===== src/rtl/ttt_move_sched.sv =====
// Turn scheduler and arbiter for the tic-tac-toe board write port.
// Alternates human and AI moves, validates coordinates, retries failed AI moves and detects game end.
module ttt_move_sched #(
    parameter logic [1:0] FIRST_PLAYER = 2'b01,
    parameter int         AI_TIMEOUT   = 15,
    parameter int         CELLS        = 9
) (
    input  logic       clk,
    input  logic       reset_n,
    input  logic       new_game,
    input  logic       hum_req,
    input  logic [1:0] hum_xoro,
    input  logic [1:0] hum_row,
    input  logic [1:0] hum_col,
    output logic       hum_ack,
    output logic       hum_err,
    input  logic       ai_en,
    output logic       ai_start,
    input  logic       ai_valid,
    input  logic [1:0] ai_row,
    input  logic [1:0] ai_col,
    output logic       brd_we,
    output logic [1:0] brd_xoro,
    output logic [1:0] brd_row,
    output logic [1:0] brd_col,
    input  logic       brd_done,
    input  logic       brd_err,
    input  logic [1:0] win,
    output logic [1:0] turn,
    output logic [3:0] move_cnt,
    output logic       game_over,
    output logic       err
);

    localparam int TW = $clog2(AI_TIMEOUT + 1);

    typedef enum logic [2:0] {
        WAIT_MOVE, AI_REQ, AI_WAIT, WRITE, WAIT_BRD, CHECK, OVER
    } state_t;

    state_t        state, state_next;
    logic [TW-1:0] timer;
    logic          src_ai;
    logic          hum_ack_d, hum_err_d, err_d;
    logic          latch_hum, latch_ai, cnt_inc, turn_flip;

    assign brd_we    = (state == WRITE);
    assign ai_start  = (state == AI_REQ);
    assign game_over = (state == OVER);

    always_ff @(posedge clk or negedge reset_n) begin
        if (!reset_n) state <= WAIT_MOVE;
        else          state <= state_next;
    end

    always_comb begin
        state_next = state;
        hum_ack_d  = 1'b0;
        hum_err_d  = 1'b0;
        err_d      = 1'b0;
        latch_hum  = 1'b0;
        latch_ai   = 1'b0;
        cnt_inc    = 1'b0;
        turn_flip  = 1'b0;
        case (state)
            WAIT_MOVE: begin
                if (ai_en && turn == 2'b10) begin
                    state_next = AI_REQ;
                    hum_err_d  = hum_req;
                    err_d      = hum_req;
                end else if (hum_req) begin
                    if (hum_xoro == turn && hum_row != 2'd3 && hum_col != 2'd3) begin
                        latch_hum  = 1'b1;
                        state_next = WRITE;
                    end else begin
                        hum_err_d = 1'b1;
                        err_d     = 1'b1;
                    end
                end
            end
            AI_REQ: begin
                state_next = AI_WAIT;
                hum_err_d  = hum_req;
                err_d      = hum_req;
            end
            AI_WAIT: begin
                hum_err_d = hum_req;
                err_d     = hum_req;
                if (!ai_en) begin
                    state_next = WAIT_MOVE;
                end else if (ai_valid && ai_row != 2'd3 && ai_col != 2'd3) begin
                    latch_ai   = 1'b1;
                    state_next = WRITE;
                end else if (ai_valid || timer == TW'(AI_TIMEOUT - 1)) begin
                    err_d      = 1'b1;
                    state_next = AI_REQ;
                end
            end
            WRITE: state_next = WAIT_BRD;
            WAIT_BRD: begin
                // ai_en is deliberately not looked at here; an AI retry re-checks it in AI_WAIT
                if (brd_done) begin
                    if (brd_err) begin
                        err_d      = 1'b1;
                        hum_err_d  = !src_ai;
                        state_next = src_ai ? AI_REQ : WAIT_MOVE;
                    end else begin
                        cnt_inc    = 1'b1;
                        hum_ack_d  = !src_ai;
                        state_next = CHECK;
                    end
                end
            end
            CHECK: begin
                if (win != 2'b00 || move_cnt == 4'(CELLS)) begin
                    state_next = OVER;
                end else begin
                    turn_flip  = 1'b1;
                    state_next = WAIT_MOVE;
                end
            end
            OVER: begin
                hum_err_d = hum_req;
                err_d     = hum_req;
            end
            default: state_next = WAIT_MOVE;
        endcase
        if (new_game) state_next = WAIT_MOVE;
    end

    always_ff @(posedge clk or negedge reset_n) begin
        if (!reset_n) begin
            turn     <= FIRST_PLAYER;
            move_cnt <= '0;
            timer    <= '0;
            src_ai   <= 1'b0;
            brd_xoro <= '0;
            brd_row  <= '0;
            brd_col  <= '0;
            hum_ack  <= 1'b0;
            hum_err  <= 1'b0;
            err      <= 1'b0;
        end else if (new_game) begin
            turn     <= FIRST_PLAYER;
            move_cnt <= '0;
            timer    <= '0;
            src_ai   <= 1'b0;
            brd_xoro <= '0;
            brd_row  <= '0;
            brd_col  <= '0;
            hum_ack  <= 1'b0;
            hum_err  <= 1'b0;
            err      <= 1'b0;
        end else begin
            hum_ack <= hum_ack_d;
            hum_err <= hum_err_d;
            err     <= err_d;
            if (state == AI_REQ)       timer <= '0;
            else if (state == AI_WAIT) timer <= timer + 1'b1;
            // Latched move stays on brd_* until the next move is accepted
            if (latch_hum) begin
                brd_xoro <= hum_xoro;
                brd_row  <= hum_row;
                brd_col  <= hum_col;
                src_ai   <= 1'b0;
            end else if (latch_ai) begin
                brd_xoro <= 2'b10;
                brd_row  <= ai_row;
                brd_col  <= ai_col;
                src_ai   <= 1'b1;
            end
            if (cnt_inc && move_cnt != 4'(CELLS)) move_cnt <= move_cnt + 1'b1;
            if (turn_flip) turn <= ~turn;
        end
    end

endmodule

===== config.mk =====
export PLATFORM = sky130hd
export DESIGN_NAME = ttt_move_sched
export DESIGN_NICKNAME = d
export VERILOG_FILES = /design/src/rtl/ttt_move_sched.sv
export SDC_FILE = /design/constraint.sdc
export NUM_CORES = 1
export LEC_CHECK = 0
export CELL_PAD_IN_SITES_DETAIL_PLACEMENT = 1
export CELL_PAD_IN_SITES_GLOBAL_PLACEMENT = 2
export CORE_MARGIN = 2
export CORE_UTILIZATION = 29
export DETAILED_ROUTE_END_ITERATION = 6
export PLACE_DENSITY_LB_ADDON = 0.1
export SYNTH_ARGS = -nofsm -noshare
export SYNTH_HDL_FRONTEND = slang
export SYNTH_SLANG_ARGS = --single-unit

===== constraint.sdc =====
create_clock -name clk -period 2.35 [get_ports clk]
set_input_delay 0.47 -clock clk [delete_from_list [all_inputs] [get_ports clk]]
set_output_delay 0.47 -clock clk [all_outputs]
set_load 0.02 [all_outputs]

==> flow_summary.json, run 1 <==
{
  "hold_depth": 1,
  "dieArea_um2": 5450,
  "yosysSeqAreaShare": 0.408,
  "slew_viol_final": 0,
  "htree_levels": 1,
  "grtUsageMet1": 0.241,
  "finalWirelength_um": 4360,
  "syn_area_per_cell_um2": 9.43,
  "grt_pass1_wl_um": 7240,
  "ys.warnings.count": 0,
  "ys_seq_elements": 23,
  "fmax_ghz": 0.457,
  "critPathKind": "flop to primary output",
  "post-dp-hpwl_um": 3300,
  "synth_area_um2": 1420,
  "clk_latency_ns": 0.26,
  "vias": 1348,
  "post-place-ws_ns": 0.176,
  "n_fill_cell": 542,
  "core-area_um2": 4720,
  "synth_area_leaders": "dfrtp_1 39%, a21oi_1 4.2%, ha_1 3.5%",
  "vias_per_cell": 5.20,
  "placed_cells": 255,
  "setup_violations": 0,
  "synth.most_common_cell": "dfrtp_1",
  "min_period_ns": 2.19,
  "synthesis.nets": 174,
  "ys_async_sr_fraction": 1.00,
  "finalWorstSetupSlack_ns": 0.162,
  "wl_per_cell_um": 16.8,
  "cp-start-kind": "flop",
  "areaGrowthSynthToFinish_pct": 38.0,
  "start_util": 0.300,
  "ir_drop_mv": 0.200,
  "drtAntennaViolNets": 0,
  "stdcell_count": 259,
  "gr-usage-met2": 0.286,
  "dr.pass1.iters": 4,
  "busiest_layer": "met2",
  "synth_top_family_by_area": "compound AO/OA/AOI/OAI gates",
  "reg2reg_to": "brd_row[1]",
  "drtIter0Drc": 51,
  "clk_pin_slew_ns": 0.09,
  "min_to": "hum_ack",
  "finalCoreUtilization": 0.414,
  "min_period_over_period": 0.931,
  "ctsResizeCount": 0,
  "synth_edf_count": 0,
  "synth-compound-area-share": 0.213,
  "p_sw_mw": 0.408,
  "grt_max_degree": 24,
  "synthAdderAreaFrac": 0.0354,
  "hold_buffers": 0,
  "clockBufferDepth": 2,
  "drc": 0,
  "r2r_cells": 5,
  "antenna_found_initial": 0,
  "numCtsBuffers": 3,
  "pwr-share-clk": 0.216,
  "top_level_ports": 38,
  "synth_common_cells": "22 x dfrtp_1, 12 x a21oi_1, 9 x nor2_1",
  "clock-sinks": 23,
  "r2r_slack_ns": 0.41,
  "syn_inst": 150,
  "finClkSkew_ns": 0.00460,
  "p_leak_nw": 0.804,
  "p_int_mw": 0.756,
  "maxCapViolCount": 0,
  "gr-total-overflow": 0,
  "swShare": 0.350,
  "min_from": "src_ai",
  "finalNetCount": 217,
  "cts_setup_buffers": 0,
  "num_rows": 25,
  "endpoint_kind": "primary output",
  "path_max_fanout": 8,
  "cellPowerDensity_nw_per_um2": 596,
  "drive_above_1_share": 0.120,
  "slew-limit-headroom": 0.728,
  "synthXorXnorAreaFrac": 0.0433,
  "power_frac_comb": 0.382,
  "tightest_slew_ns": 0.407,
  "cts-root-buf": "clkbuf_8",
  "chipWidth_um": 73.9,
  "gr-usage-met3": 0.0247,
  "port_buffers": 37,
  "grt_usage": 0.173,
  "ys.flop_type": "dfrtp_1",
  "synth.largest_area_cell": "dfrtp_1",
  "finalSetupTns_ns": 0,
  "yosysTopAreaCellShare": 0.389,
  "arrival_ns": 1.72,
  "status": "complete, no violations",
  "cp.required_ns": 1.88,
  "die_h_um": 73.9,
  "hold_violations": 0,
  "power_frac_seq": 0.402,
  "r2r-start": "state[0]",
  "muxShareOfSynthArea": 0.0363,
  "gp_congestion": 0.889,
  "first_global_vias": 1430,
  "yosys.cell_types.count": 46,
  "cts_tree": "done",
  "antenna_cells": 0,
  "synthSimpleGateAreaFrac": 0.211,
  "hold_path_class": "flop to flop",
  "rsz0062_at_grt": "false"
}
[final cells by class]
cell class,instances,area [um2],area share
tap,67,83.8,0.0429
clock buffer,4,45.0,0.0231
timing repair buffer,47,448,0.229
multi-input combinational,110,768,0.393
sequential,23,578,0.296
inverter,8,30.0,0.0154
[worst max-delay path by stage]
stage | start | to | slack (ns) | depth (start not counted)
after floorplan | turn[0] | state[1] | 0.58 | 5
after global placement | ai_en | state[1] | 0.18 | 5
after detailed placement | ai_en | brd_col[0] | 0.18 | 5
after CTS | state[1] | ai_start | 0.006 | 2
after global routing | state[0] | ai_start | 0.06 | 2
final | state[0] | ai_start | 0.16 | 2
[flip-flops by register name, indices dropped and copies added, names as in the netlist, 2 cells and up]
name / count
brd_col: 2
brd_xoro: 2
timer: 4
brd_row: 2
state: 3
move_cnt: 4
turn: 2
[cell usage in the layout (no fill, tap or decap), drive strengths merged, types with 3 or more instances in the layout]
cell type      synthesis  layout
buf                    4      10
ha                     4       4
nor2                   9       9
nor4                   3       3
mux2i                  4       4
a221oi                 3       3
nand3                  6       6
nor3                   4       4
dfrtp                 22      22
clkbuf                 5       4
a21oi                 12      12
clkdlybuf4s50          0      36
o31ai                  5       5
o211ai                 3       3
a22oi                  3       3
xnor2                  5       5
a31oi                  4       4
nand2                  7       7
inv                    8       8
nor2b                  4       4
o21ai                  7       7
[logic make-up after synthesis]
group / count (synthesis)
DFF: 23
AOI/OAI and AO/OA: 45
adders and majority gates: 4
and+or+nand+nor: 49
xor gates and xnor gates: 7
muxes: 5
buffers and inverters: 17
[metal layers]
metal / part of all wire / vias to the layer above
li1: - / 644
met1: 0.48 / 674
met2: 0.49 / 28
met3: 0.026 / 2
met4: 0.0057 / 0
met5: 0 / -
[per-stage QoR]
stage | area, um2 | power (mW) | hold slack, ns
finish | 1950 | 1.16 | 0.444
global route | 1950 | 1.24 | 0.485
global placement | 1900 | 0.911 | 0.450
CTS | 1940 | 1.18 | 0.447
detailed placement | 1900 | 0.914 | 0.451
floorplan | 1420 | 0.741 | 0.174
[power by group through the flow]
stage	logic (mW)	clock network [mW]	registers (mW)
floorplan	0.280	0	0.462
global placement	0.437	0	0.474
detailed placement	0.440	0	0.474
CTS	0.443	0.266	0.467
global route	0.487	0.280	0.476
finish	0.444	0.252	0.468
[critical path, cell delays in order, from the launching register on]
cell	delay, ns
dfrtp_1	0.50
nor3b_2	0.30
clkdlybuf4s50_1	0.65
(Power assumes the default switching activity.)
==> run 2: changes to the inputs <==
Settings changed: CTS_CLUSTER_SIZE set to 10.
==> results of run 2 <==
The final DEF is identical to that of run 1; final timing and power are the same.
